<file path="src/rtl/wtile_col_writer.sv">
// rtl/wtile_col_writer.sv - writes one M-row column into the row/k W SRAM port, one word per granted slot
// Optional read-back check of each written column: define WTILE_WB_VERIFY_EN.
module wtile_col_writer #(
    parameter int M      = 8,
    parameter int KMAX   = 1024,
    parameter int DATA_W = 32,
    parameter int BYTE_W = DATA_W / 8,
    parameter int ROW_W  = (M > 1) ? $clog2(M) : 1,
    parameter int K_W    = (KMAX > 1) ? $clog2(KMAX) : 1
) (
    input  logic                clk,
    input  logic                rst_n,
    input  logic                col_valid,
    output logic                col_ready,
    input  logic [K_W-1:0]      col_k,
    input  logic [M-1:0]        col_row_mask,
    input  logic [M*DATA_W-1:0] col_data_flat,
    input  logic                sram_gnt,
    output logic                w_en,
    output logic                w_we,
    output logic                w_re,
    output logic [ROW_W-1:0]    w_row,
    output logic [K_W-1:0]      w_k,
    output logic [DATA_W-1:0]   w_wdata,
    output logic [BYTE_W-1:0]   w_wmask,
    input  logic [DATA_W-1:0]   w_rdata,
    input  logic                w_rvalid,
    output logic                col_done,
    output logic                verify_err
);
    localparam logic [K_W:0]     KMAX_L   = (K_W + 1)'(KMAX);
    localparam logic [ROW_W-1:0] LAST_ROW = ROW_W'(M - 1);

`ifdef WTILE_WB_VERIFY_EN
    typedef enum logic [2:0] {S_IDLE, S_WRITE, S_VERIFY, S_DRAIN, S_DONE} state_t;
`else
    typedef enum logic [1:0] {S_IDLE, S_WRITE, S_DONE} state_t;
`endif

    state_t              r_state;
    logic                r_ready;
    logic                r_done;
    logic [ROW_W-1:0]    r_ptr;
    logic [K_W-1:0]      r_k;
    logic [M-1:0]        r_mask;
    logic [M*DATA_W-1:0] r_data;

    logic                w_slot_hit;
    logic                w_wr;
    logic                w_rd;
    logic                w_last;
    logic [DATA_W-1:0]   w_row_data;

    // A slot only becomes an SRAM access when the port is granted, the row is selected
    // and the column exists; out-of-range columns degrade to idle slots.
    assign w_slot_hit = sram_gnt & r_mask[r_ptr] & ({1'b0, r_k} < KMAX_L);
    assign w_wr       = (r_state == S_WRITE) & w_slot_hit;
    assign w_row_data = r_data[r_ptr*DATA_W +: DATA_W];
    assign w_last     = (r_ptr == LAST_ROW);

    assign w_en       = w_wr | w_rd;
    assign w_we       = w_wr;
    assign w_re       = w_rd;
    assign w_row      = w_en ? r_ptr : '0;
    assign w_k        = w_en ? r_k : '0;
    assign w_wdata    = w_wr ? w_row_data : '0;
    assign w_wmask    = {BYTE_W{w_wr}};
    assign col_ready  = r_ready;
    assign col_done   = r_done;

`ifdef WTILE_WB_VERIFY_EN
    logic [ROW_W-1:0] r_tag [4];
    logic [1:0]       r_wp;
    logic [1:0]       r_rp;
    logic [2:0]       r_cnt;
    logic             r_err;
    logic             w_pop;
    logic             w_drain_done;

    assign w_rd         = (r_state == S_VERIFY) & w_slot_hit;
    assign w_pop        = w_rvalid && (r_cnt != 3'd0) && ((r_state == S_VERIFY) || (r_state == S_DRAIN));
    assign w_drain_done = (r_cnt == 3'd0) || ((r_cnt == 3'd1) && w_pop);
    assign verify_err   = r_err;

    always_ff @(posedge clk) begin
        if (w_rd) begin
            r_tag[r_wp] <= r_ptr;
        end
    end

    // Read tags come back in issue order, so a small FIFO pairs each rvalid with its row.
    always_ff @(posedge clk or negedge rst_n) begin
        if (!rst_n) begin
            r_wp  <= '0;
            r_rp  <= '0;
            r_cnt <= '0;
            r_err <= 1'b0;
        end else begin
            if (w_rd) begin
                r_wp <= r_wp + 1'b1;
            end
            if (w_pop) begin
                r_rp <= r_rp + 1'b1;
                if (w_rdata != r_data[r_tag[r_rp]*DATA_W +: DATA_W]) begin
                    r_err <= 1'b1;
                end
            end
            r_cnt <= r_cnt + {2'b00, w_rd} - {2'b00, w_pop};
        end
    end
`else
    logic w_unused;

    assign w_rd       = 1'b0;
    assign verify_err = 1'b0;
    assign w_unused   = ^{w_rdata, w_rvalid};
`endif

    always_ff @(posedge clk or negedge rst_n) begin
        if (!rst_n) begin
            r_state <= S_IDLE;
            r_ready <= 1'b0;
            r_done  <= 1'b0;
            r_ptr   <= '0;
            r_k     <= '0;
            r_mask  <= '0;
            r_data  <= '0;
        end else begin
            r_done <= 1'b0;
            case (r_state)
                S_IDLE: begin
                    r_ready <= 1'b1;
                    if (col_valid && r_ready) begin
                        r_ready <= 1'b0;
                        r_k     <= col_k;
                        r_mask  <= col_row_mask;
                        r_data  <= col_data_flat;
                        r_ptr   <= '0;
                        r_state <= S_WRITE;
                    end
                end
                S_WRITE: begin
                    if (sram_gnt) begin
                        if (w_last) begin
                            r_ptr   <= '0;
`ifdef WTILE_WB_VERIFY_EN
                            r_state <= S_VERIFY;
`else
                            r_state <= S_DONE;
                            r_done  <= 1'b1;
`endif
                        end else begin
                            r_ptr <= r_ptr + 1'b1;
                        end
                    end
                end
`ifdef WTILE_WB_VERIFY_EN
                S_VERIFY: begin
                    if (sram_gnt) begin
                        if (w_last) begin
                            r_ptr   <= '0;
                            r_state <= S_DRAIN;
                        end else begin
                            r_ptr <= r_ptr + 1'b1;
                        end
                    end
                end
                S_DRAIN: begin
                    if (w_drain_done) begin
                        r_state <= S_DONE;
                        r_done  <= 1'b1;
                    end
                end
`endif
                S_DONE: begin
                    r_state <= S_IDLE;
                    r_ready <= 1'b1;
                end
                default: begin
                    r_state <= S_IDLE;
                end
            endcase
        end
    end
endmodule

</file>
<file path="config.mk">
export PLATFORM = sky130hd
export DESIGN_NAME = wtile_col_writer
export DESIGN_NICKNAME = d
export VERILOG_FILES = /design/src/rtl/wtile_col_writer.sv
export SDC_FILE = /design/constraint.sdc
export NUM_CORES = 1
export LEC_CHECK = 0
export BUFFER_PORTS_ARGS = -buffer_cell sky130_fd_sc_hd__buf_2
export CORE_MARGIN = 5
export CORE_UTILIZATION = 35
export CTS_CLUSTER_SIZE = 8
export DETAILED_ROUTE_END_ITERATION = 16
export GPL_TIMING_DRIVEN = 0
export PLACE_DENSITY = 0.65
export SLEW_MARGIN = 30
export SYNTH_ARGS = -nofsm -noshare
export SYNTH_HDL_FRONTEND = slang
export SYNTH_SLANG_ARGS = --single-unit
</file>
<file path="constraint.sdc">
create_clock -name clk -period 4.3 [get_ports clk]
set_input_delay 1.29 -clock clk [delete_from_list [all_inputs] [get_ports clk]]
set_output_delay 1.29 -clock clk [all_outputs]
set_load 0.005 [all_outputs]
</file>
# Yosys cells after proc, flatten, opt, wreduce, memory -nomap -nowiden
# Cells that the tools add are included.
[word_totals]
output_inout_bits = 55
in_bits = 311
regBits = 281
elab_cells = 43
[classes]
shifts = 1
n_eq_ne = 6
n_addsub = 1
reduce_logical = 7
mux = 18
magnitude_cmp = 1
bitwise_logic = 2
[ops]
columns = ["op", "n"]
rows = [
  ["$shiftx A256 B9 Y32", 1],
  ["$mux W32", 1],
  ["$mux W3", 4],
  ["$mux W10", 1],
  ["$mux W2", 3],
  ["$ne A2 B2 Y1 const B", 3],
  ["$pmux W3 S2", 1],
  ["$reduce_and A3 Y1", 2],
  ["$mux W1", 5],
  ["$lt A3 B4 Y1 const B", 1],
  ["$pmux W2 S2", 1],
  ["$reduce_bool A2 Y1", 2],
  ["$add A3 B1 Y3 const B", 1],
  ["$bmux W1 S3", 1],
  ["$eq A3 B3 Y1 const B", 1],
  ["$and A1 B1 Y1", 2],
  ["$eq A2 B1 Y1 const B", 1],
  ["$eq A2 B2 Y1 const B", 1],
  ["$logic_not A2 Y1", 1],
  ["$pmux W1 S2", 1],
  ["$reduce_and A2 Y1", 1],
  ["$logic_and A1 B1 Y1", 1],
]

# Longest topological paths before layout
# Gate-level depths: netlist of run 1.
[logic_depth]
word_depth = 5
mapped_depth = 6
depth_no_buf = 4

# Worst setup path before layout of run 1
# Ideal clock, no wire load.
[synth_timing]
path_type = "in2out"
start = "in sram_gnt"
end = "out w_we"
t_arrival_ns = 2.072
path_stages = 4
setup_slack_ns = 0.938
path_buffers = 2
path_cell_list = "and3b_1 clkbuf_1 and2_1 buf_4"
[synth_between]
elab_chain_len = 2
[synth_rtl]
columns = ["element", "line_no", "rtl"]
rows = [
  ["start: declaration", "18", "input logic sram_gnt,"],
  ["$and A1 B1 Y1", "56", "assign w_slot_hit = sram_gnt & r_mask[r_ptr] & ({1'b0, r_k} < KMAX_L);"],
  ["$and A1 B1 Y1", "57", "assign w_wr = (r_state == S_WRITE) & w_slot_hit;"],
  ["end: declaration", "20", "output logic w_we,"],
]
# No other way between the ends.

# Worst setup path in the final report of run 1
[layout_timing]
start = "reg r_ptr[1]"
end = "out w_wdata[12]"
[layout_between]
elab_chain_len = 5
[layout_rtl]
columns = ["element", "line_no", "rtl"]
rows = [
  ["start: declaration", "43", "logic [ROW_W-1:0] r_ptr;"],
  ["start signal: assignment", "153", "r_ptr <= r_ptr + 1'b1;"],
  ["parallel branches: the longest is 4 deep, another holds $shiftx A256 B9 Y32", "--", ""],
  ["$mux W32 *", "66", "assign w_wdata = w_wr ? w_row_data : '0;"],
  ["end: declaration", "24", "output logic [DATA_W-1:0] w_wdata,"],
]
# Mark *: on every way between the ends. The select of a mux whose other input is x is not followed.

==> results of run 1 <==
==> what timing repair did <==
action	4_1_cts	5_1_grt
gates resized for setup	1	2
cloned	0	0
pin swaps	0	0
setup endpoints to repair	5	4
==> metal layers <==
| layer | vias up | track usage, % | wire (um) |
|---|---|---|---|
| met5 | - | 0 | 102 |
| met4 | 18 | 5.71 | 767 |
| met3 | 67 | 5.66 | 2730 |
| met2 | 243 | 30.0 | 18200 |
| met1 | 4380 | 25.3 | 16400 |
| li1 | 3760 | - | - |
==> state kept, by name (all words and copies together) (netlist names) <==
register / flops
col_done: 1
r_k: 10
col_ready: 1
r_mask: 8
r_state: 2
r_ptr: 3
r_data: 256
==> power by group <==
group | internal, mW | leakage (nW) | switching, mW
Clock | 1.74 | 0.532 | 1.10
Sequential | 4.00 | 3.35 | 0.637
Combinational | 2.44 | 3.55 | 2.31
==> final cells by class <==
cell class | count | area [um^2] | area share [%]
Tap cell | 461 | 577 | 3.59
Buffer | 69 | 365 | 2.27
Clock buffer | 44 | 1040 | 6.45
Antenna cell | 9 | 22.5 | 0.140
Inverter | 2 | 7.51 | 0.0467
Sequential cell | 281 | 7030 | 43.7
Timing Repair Buffer | 333 | 1740 | 10.9
Clock inverter | 3 | 47.5 | 0.296
Multi-Input combinational cell | 469 | 5240 | 32.6
==> final timing paths <==
path                                            to  slack (ps)  cells after the start
min in group asynchronous  r_data[137]$_DFFE_PN0P_         720                      1
min                             r_k[5]$_DFFE_PN0P_         470                      1
min reg2reg                     r_k[5]$_DFFE_PN0P_         470                      1
max in group asynchronous   r_data[55]$_DFFE_PN0P_        2510                      3
max                                    w_wdata[12]         200                      7
max reg2reg                r_data[172]$_DFFE_PN0P_        1980                      5
==> placed cells by master (no fill, tap or decap) <==
master,instances
a21oi_1,1
a22o_1,3
a31o_1,1
and2_1,3
and3_1,13
and3b_1,1
buf_1,1
buf_16,3
buf_2,364
buf_4,12
buf_6,2
buf_8,1
bufinv_16,1
clkbuf_1,20
clkbuf_16,41
clkbuf_2,2
conb_1,2
dfrtp_1,281
diode_2,9
ha_1,2
inv_1,2
inv_6,2
mux2_1,274
mux2_4,1
mux4_2,66
nand2_1,66
nand2b_1,1
nor2_1,2
nor4bb_1,1
o22ai_1,32
==> kinds of logic (layout without fill, tap and decap cells) <==
family          count (synthesis)  count (layout)  synth area share, %
flops                         281             281                 55.6
fa+ha+maj                       2               2                0.198
compound gates                 37              37                 1.90
buf+inv                        71             451                 2.93
simple gates                   87              87                 3.01
mux                           341             341                 36.3
other cells                     1              11               0.0297
==> through the flow <==
stage / utilization, % / hold slack (ps) / std cells / setup TNS [ps] / power (mW)
2_1_floorplan: - / 449 / 821 / 0 / 7.71
3_3_place_gp: 41.8 / 459 / 1612 / -957090 / 9.29
3_5_place_dp: 42.1 / 467 / 1615 / 0 / 9.47
4_1_cts: 45.1 / 478 / 1662 / 0 / 12.4
5_1_grt: 45.2 / 484 / 1669 / 0 / 13.0
6_report: 45.2 / 473 / 1671 / 0 / 12.2
==> metrics.md, run 1 <==
| Metric | Value |
|---|---|
| Status | complete, no violations |
| Total CTS buffers | approximately 40 |
| DIE WIDTH | around 200 um |
| Asr flop ratio synth | 100% |
| Syn_area_per_cell | between 15 and 20 um^2 |
| Yosys top cell area share | a little under three fifths |
| Critical Path AT | around 2800 ps |
| # IOs | 366 |
| Worst Max-Slew Pin Slew | about 860 ps |
| Starting Density | 35.5% |
| Critical path's slowest cell | clkbuf_1 |
| Max incr delay on CP | between 500 and 600 ps |
| Critical Path RT | ~3000 ps |
| Main synth FF type | dfrtp_1 |
| DP HPWL | between 20000 and 30000 um |
| Crit. End Element | output port |
| Period minus WS final | 4100 ps |
| Startpoint Class | register |
| Critical path's top delay family | buffers and inverters |
| Max_cap viols | 0 |
| PortBufs | 330 |
| First-pass GRT wire length | ~56000 um |
| Post-route cell area | about 16000 um^2 |
| CORE AREA | around 36000 um^2 |
| Die Ht | between 200 and 250 um |
| Crit-path max FO | 10 |
| CTS tree | built |
| Nets | 1510 |
| Cell mode on critical path | buf_2 |
| Placed Area | 15000 um^2 |
| Worst slack at placement | 229 ps |
| H-tree depth | 2 |
| Setup ws final | 203 ps |
| Cell count after synthesis | ~800 |
| Drt pass-1 iters | 4 |
| CP Class | register to output port |
| Post-synth EDFFs | 0 |
| Leak | between 7 and 8 nW |
| GRT Total Usage | between 10% and 20% |
| Seq/Total Area, Yosys | between 50% and 60% |
| Hold violation total from the final report | 0 |
| Layout area overhead | 27.2% |
| GPL Wtd Cong | slightly above 0.8 |
| Clock transition at path regs | around 50 ps |
| Worst IR Drop VDD | 0.370 mV |
| Slew headroom | a little over two fifths |
| Power Dens Cells | 760 nW/um^2 |
| Hold WC Path Type | register to register |
| Crit-path cells | buf_2 > buf_2 > clkbuf_1 > mux4_2 > nand2_1 > o22ai_1 > buf_2 |
| Number of routed nets with antenna violations | 0 |
| Most common cell in the netlist | dfrtp_1 |
| Clock Latency Late Sink | 550 ps |
| Hold Startpoint | r_k[5]$_DFFE_PN0P_ |
| Wire per inst | about 23 um |
| Total number of vias | roughly 8500 |
| Max-slew violation count | 0 |
| Synth Warn # | 0 |
| Total gr overflow | 0 |
| Post-route DRC | 0 |
| Final period utilization | 95.3% |
| Cell taking the most area after synthesis | dfrtp_1 |
| Synth cell count leaders | dfrtp_1, mux2_1, mux4_2, nand2_1, buf_2 |
| Cell variety after synth | 23 |
| #FFs+latches synth | about 280 |
| Vias per cell | 5.07 |
| Hold Buf Count CTS | 0 |
| Initial antenna violation count | 18 |
| Synth top area cells | dfrtp_1, mux2_1, mux4_2, nand2_1, o22ai_1 |
| Layout cells sized above 1 | about two fifths |
| Die area | 40000 um^2 |
| # rows | 69 |
| Largest net degree at the start of global routing | between 80 and 90 |
| Starting DRT DRC Count | between 300 and 400 |
| Mapped cell area | ~13000 um^2 |
| Number of setup violations in the final report | 0 |
| Root Driver | clkbuf_16 |
| FILL cells | ~3300 |
| Total Wirelength | 38200 um |
| Vias in the first global route | around 9100 |
| Max clock buf depth | 3 |
| Setup crit start | r_ptr[1]$_DFFE_PN0P_ |
| CTS Sinks | ~280 |
| Post-CTS Setup Repair Bufs | 0 |
| Peak Freq | 244 MHz |
| RSZ-0062 raised after global routing | no |
| Origin of the critical flop-to-flop path | r_state[0]$_DFFE_PN0P_ |
| Fin Clk Skew | 18.0 ps |
| CP bufs+invs | 4 |
(Power assumes the default switching activity.)
==> inputs of run 2 (changes only) <==
==> constraint.sdc (replaced) <==
create_clock -name clk -period 5.2 [get_ports clk]
set_input_delay 1.56 -clock clk [delete_from_list [all_inputs] [get_ports clk]]
set_output_delay 1.56 -clock clk [all_outputs]
set_load 0.005 [all_outputs]
==> run 2 against run 1 <==
  * Cell area about the same
  * Critical path depth decreased by 1
  * Sequential share of layout area hardly changed
  * Total power shrank 17%
  * Setup slack improved by 460 ps
==> metrics.md, run 2 (same netlist as run 1, synthesis figures left out) <==
| Metric | Value |
|---|---|
| Status | complete, no violations |
| Path depth of the worst reg2reg path | 5 |
| Worst hold path cell count | 1 |
| Starting DRT DRC Count | about 320 |
| Slew headroom | a little over two fifths |
| Number of routed nets with antenna violations | 0 |
| Origin of the critical flop-to-flop path | r_state[0]$_DFFE_PN0P_ |
| Reg2Reg Setup Slack | around 2900 ps |
| Starting Density | around 36% |
| Hold slack | roughly 470 ps |
| Most common cell after layout, fill and taps aside | buf_2 |
| Total number of vias | 8469 |
| Area of the multi-input gates | between 5000 and 6000 um^2 |
| Max clock buf depth | 3 |
| First-pass GRT wire length | ~56000 um |
| Hold WC Path Type | register to register |
| Worst IR Drop VDD | just over 0.3 mV |
| Crit-path max FO | 10 |
| Critical Path RT | roughly 3600 ps |
| RSZ-0062 raised after global routing | no |
| Critical path's top delay family | buffers and inverters |
| Final std cells w/o fill | between 1500 and 2000 |
| Peak Freq | around 220 MHz |
| Critical Path AT | slightly below 3000 ps |
| Max incr delay on CP | ~450 ps |
| PortBufs | 330 |
| Nets | around 1500 |
| Layout area overhead | 27.2% |
| Largest registers | r_data: 256 flops, r_k: 10 flops, r_mask: 8 flops |
| Setup ws final | 665 ps |
| Critical R2R Capture | r_data[172]$_DFFE_PN0P_ |
| Worst slack at placement | approximately 600 ps |
| Clock Latency Late Sink | 550 ps |
| Post-route DRC | 0 |
| Hold Startpoint | r_k[5]$_DFFE_PN0P_ |
| CTS tree | built |
| Commonest cells after routing, fill and taps aside | buf_2, dfrtp_1, mux2_1 |
| Initial antenna violation count | 18 |
| Largest net degree at the start of global routing | 86 |
| Worst Max-Slew Pin Slew | 862 ps |
| Post-route cell area | around 16000 um^2 |
| CP Class | input port to output port |
| Leak | ~7.4 nW |
| FILL cells | approximately 3300 |
| Drt pass-1 iters | 4 |
| Post-cts resize count | 0 |
| # rows | a little under 70 |
| GRT Total Usage | a little under a fifth |
| Crit. End Element | output port |
| DIE WIDTH | between 200 and 250 um |
| Fin Clk Skew | 17.8 ps |
| Placed cell count | 1615 |
| Die Ht | 200 um |
| GPL Wtd Cong | between 0.8 and 0.9 |
| Layout cells sized above 1 | roughly two fifths |
| Vias in the first global route | approximately 9100 |
| Final period utilization | 87.2% |
| Startpoint Class | input port |
| Total gr overflow | 0 |
| Max_cap viols | 0 |
| Critical path's slowest cell | clkbuf_1 |
| Placed Area | roughly 15000 um^2 |
| Post-CTS Setup Repair Bufs | 0 |
| # IOs | ~370 |
| DP HPWL | between 20000 and 30000 um |
| Power Dens Cells | approximately 630 nW/um^2 |
| Die area | 40000 um^2 |
| Total Wirelength | 38200 um |
| Wire per inst | approximately 23 um |
| FF/Latch Area | between 7000 and 8000 um^2 |
| Clock transition at path regs | about 50 ps |
| Top reg by flops | r_data |
| H-tree depth | 2 |
| Max-slew violation count | 0 |
| Hold worst-path end | r_k[5]$_DFFE_PN0P_ |
| Period minus WS final | about 4500 ps |
| Vias per cell | approximately 5 |
| Root Driver | clkbuf_16 |
| Total CTS buffers | 41 |
| Crit-path cells | buf_2 > and3b_1 > nand2_1 > clkbuf_1 > o22ai_1 > buf_2 |
| CORE AREA | 35600 um^2 |
| Setup crit start | sram_gnt |
| CP bufs+invs | 3 |
| CTS Sinks | around 280 |
| Hold Buf Count CTS | 0 |
| Number of setup violations in the final report | 0 |
| Hold violation total from the final report | 0 |
| Number of flip-flops in the largest register | about 260 |
| Cell mode on critical path | buf_2 |
[run 2: cell count changes in the layout (fill, tap and decap cells not counted)]
cell and change:
clkbuf_2 -2, clkbuf_1 +2
[run 2: how the worst max path moves through the flow]
stage | cells past startpoint | to
4_1_cts | 7 | w_wdata[23]
3_5_place_dp | 6 | w_wdata[18]
5_1_grt | 6 | w_wdata[19]
2_1_floorplan | 4 | w_we
6_report | 6 | w_wdata[16]
3_3_place_gp | 1 | r_data[89]$_DFFE_PN0P_
[run 2: cell type report]
| class | count | area share (%) |
|---|---|---|
| Multi-Input combinational cell | 469 | 32.6 |
| Timing Repair Buffer | 333 | 10.9 |
| Inverter | 2 | 0.0467 |
| Clock inverter | 3 | 0.296 |
| Tap cell | 461 | 3.59 |
| Clock buffer | 44 | 6.45 |
| Antenna cell | 9 | 0.140 |
| Buffer | 69 | 2.26 |
| Sequential cell | 281 | 43.8 |
[run 2: layer usage]
| metal | share of wire (%) | vias to the layer above | routed length (um) | track usage, % |
|---|---|---|---|---|
| li1 | - | 3760 | - | - |
| met1 | 43 | 4381 | 16400 | 25.3 |
| met2 | 48 | 243 | 18200 | 30.0 |
| met3 | 7.1 | 67 | 2730 | 5.66 |
| met4 | 2.0 | 18 | 767 | 5.71 |
| met5 | 0.27 | - | 102 | 0 |
[run 2: power by group]
part / switching [mW] / leakage, nW / internal (mW) / total [mW]
Sequential: 0.527 / 3.35 / 3.31 / 3.83
Combinational: 1.91 / 3.54 / 2.02 / 3.92
Clock: 0.910 / 0.532 / 1.44 / 2.35
Total: 3.34 / 7.42 / 6.76 / 10.1
[run 2: through the flow]
| stage | utilization, % | total power [mW] | TNS (ps) |
|---|---|---|---|
| floorplan | - | 6.38 | 0 |
| global placement | 41.8 | 7.68 | -780060 |
| detailed placement | 42.1 | 7.83 | 0 |
| CTS | 45.1 | 10.3 | 0 |
| global route | 45.2 | 10.8 | 0 |
| finish | 45.2 | 10.1 | 0 |
==> inputs of run 3 (changes only) <==
--- a/config.mk
+++ b/config.mk
@@ -11,7 +11,7 @@
 export CTS_CLUSTER_SIZE = 8
 export DETAILED_ROUTE_END_ITERATION = 16
 export GPL_TIMING_DRIVEN = 0
-export PLACE_DENSITY = 0.65
+export PLACE_DENSITY_LB_ADDON = 0.15
 export SLEW_MARGIN = 30
 export SYNTH_ARGS = -nofsm -noshare
 export SYNTH_HDL_FRONTEND = slang
==> run 3 against run 2 <==
  * Cell count fell by 0.36%
  * Critical path depth rose by 1
  * Cell area rose by 0.15%
  * Worst hold slack improved by 2.4 ps
  * Total power rose by 0.24%
  * Clock power rose by 3%
  * Routed wire length rose by 0.27%
  * Largest power group unchanged
==> metrics.md, run 3 (same netlist as run 1, synthesis figures left out) <==
| Metric | Value |
|---|---|
| Power Total | around 10 mW |
| Number of flip-flops in the largest register | around 260 |
| Startpoint Class | register |
| Critical Path RT | between 3000 and 4000 ps |
| Critical Path AT | roughly 2900 ps |
| Total Wirelength | between 30000 and 40000 um |
| Crit. End Element | output port |
| Total CTS buffers | between 40 and 50 |
| Max clock buf depth | 3 |
| Critical path's slowest cell | clkbuf_1 |
| Root Driver | clkbuf_16 |
| Initial antenna violation count | 14 |
| Number of routed nets with antenna violations | 0 |
| Final period utilization | a little under nine tenths |
| Leak | between 7 and 8 nW |
| Hold violation total from the final report | 0 |
| Final Core Density | between 40% and 50% |
| Hold Buf Count CTS | 0 |
| Vias in the first global route | between 9000 and 10000 |
| Peak Freq | 225 MHz |
| Status | complete, no violations |
| CTS Sinks | 281 |
| Cell mode on critical path | buf_2 |
| Starting DRT DRC Count | 304 |
| Post-route DRC | 0 |
| Worst IR Drop VDD | ~0.33 mV |
| Top reg by flops | r_data |
| Layout cells sized above 1 | ~41% |
| PortBufs | 330 |
| Top Usage Layer GRT | met2 |
| Max_cap viols | 0 |
| Post-CTS Setup Repair Bufs | 0 |
| Fin Clk Skew | 17.1 ps |
| Vias per cell | between 5 and 6 |
| FILL cells | 3311 |
| Largest registers | r_data: 256 flops, r_k: 10 flops, r_mask: 8 flops |
| First-pass GRT wire length | between 50000 and 60000 um |
| Die area | about 40000 um^2 |
| Max-slew violation count | 0 |
| Most common cell after layout, fill and taps aside | buf_2 |
| Power Dens Cells | approximately 630 nW/um^2 |
| Starting Density | between 30% and 40% |
| Period minus WS final | 4450 ps |
| Clock transition at path regs | about 50 ps |
| RSZ-0062 raised after global routing | no |
| Placed Area | roughly 15000 um^2 |
| Total gr overflow | 0 |
| CORE AREA | 35600 um^2 |
| Die Ht | around 200 um |
| Number of setup violations in the final report | 0 |
| Met1 GRT Util | 25.6% |
| Drt pass-1 iters | 4 |
| Post-cts resize count | 0 |
| # rows | between 60 and 70 |
| # IOs | 366 |
| GRT Total Usage | a little under a fifth |
| Post-route cell area | around 16000 um^2 |
| DIE WIDTH | about 200 um |
| Slew headroom | 46.7% |
| Crit-path cells | buf_2 > buf_2 > clkbuf_1 > mux4_2 > nand2_1 > o22ai_1 > buf_2 |
| Total number of vias | between 8000 and 9000 |
| GPL Wtd Cong | around 0.83 |
| Max incr delay on CP | approximately 650 ps |
| Worst Max-Slew Pin Slew | ~800 ps |
| Setup TNS | 0 ps |
| Wire per inst | between 20 and 25 um |
| Largest net degree at the start of global routing | 81 |
| Commonest cells after routing, fill and taps aside | buf_2, dfrtp_1, mux2_1 |
| CTS tree | built |
| Nets | around 1500 |
| CP Class | register to output port |
| Layout area overhead | 27.3% |
| GRT met2 Usage | approximately 30% |
| H-tree depth | 2 |
| Clock Latency Late Sink | roughly 520 ps |
| DP HPWL | about 29000 um |
| Hold WC Path Type | register to register |
| Crit-path max FO | 10 |
| Global-route track usage on met3 | between 4 and 5% |
| Worst slack at placement | between 700 and 800 ps |
| Setup ws final | 747 ps |
==> run 3: power by group <==
| part | switching, mW | leakage [nW] | internal (mW) |
|---|---|---|---|
| clock network | 0.917 | 0.552 | 1.50 |
| logic | 1.88 | 3.54 | 2.01 |
| registers | 0.511 | 3.35 | 3.31 |
==> run 3: final timing paths <==
path	from	to	slack (ps)	cells after the start
hold reg to reg	r_k[5]$_DFFE_PN0P_	r_k[5]$_DFFE_PN0P_	480	1
max in group asynchronous	rst_n	r_data[136]$_DFFE_PN0P_	3000	3
hold / removal	r_k[5]$_DFFE_PN0P_	r_k[5]$_DFFE_PN0P_	480	1
setup reg to reg	r_state[0]$_DFFE_PN0P_	r_data[122]$_DFFE_PN0P_	2750	5
setup / recovery	r_ptr[1]$_DFFE_PN0P_	w_wdata[28]	750	7
min in group asynchronous	rst_n	r_data[57]$_DFFE_PN0P_	1000	1
==> run 3: layout make-up <==
cell class / instances / area [um^2] / share of cell area [%]
Antenna cell: 2 / 5.00 / 0.0311
Buffer: 69 / 363 / 2.25
Clock buffer: 46 / 1090 / 6.76
Clock inverter: 2 / 38.8 / 0.241
Inverter: 2 / 7.51 / 0.0466
Multi-Input combinational cell: 469 / 5240 / 32.6
Sequential cell: 281 / 7030 / 43.7
Tap cell: 461 / 577 / 3.58
Timing Repair Buffer: 333 / 1740 / 10.8
==> run 3: routing by layer <==
metal	up-vias	share of wire, %	wire length (um)
met4	24	2.8	1080
li1	3773	-	-
met5	-	0.40	154
met1	4230	43	16600
met2	248	47	17900
met3	89	6.6	2530
==> run 3: worst max-delay path, delay by kind of cell (launching register included) <==
| family | cells | cell delay (ps) |
|---|---|---|
| multiplexers | 1 | 360 |
| AND/OR/NAND/NOR | 1 | 60 |
| AO/OA/AOI/OAI | 1 | 220 |
| flip-flops | 1 | 340 |
| buffers and inverters | 4 | 1390 |
==> run 3: through the flow <==
stage          std cells  hold slack, ps
6_report            1665             475
5_1_grt             1665             492
4_1_cts             1663             479
3_5_place_dp        1615             469
3_3_place_gp        1612             459
2_1_floorplan        821             449
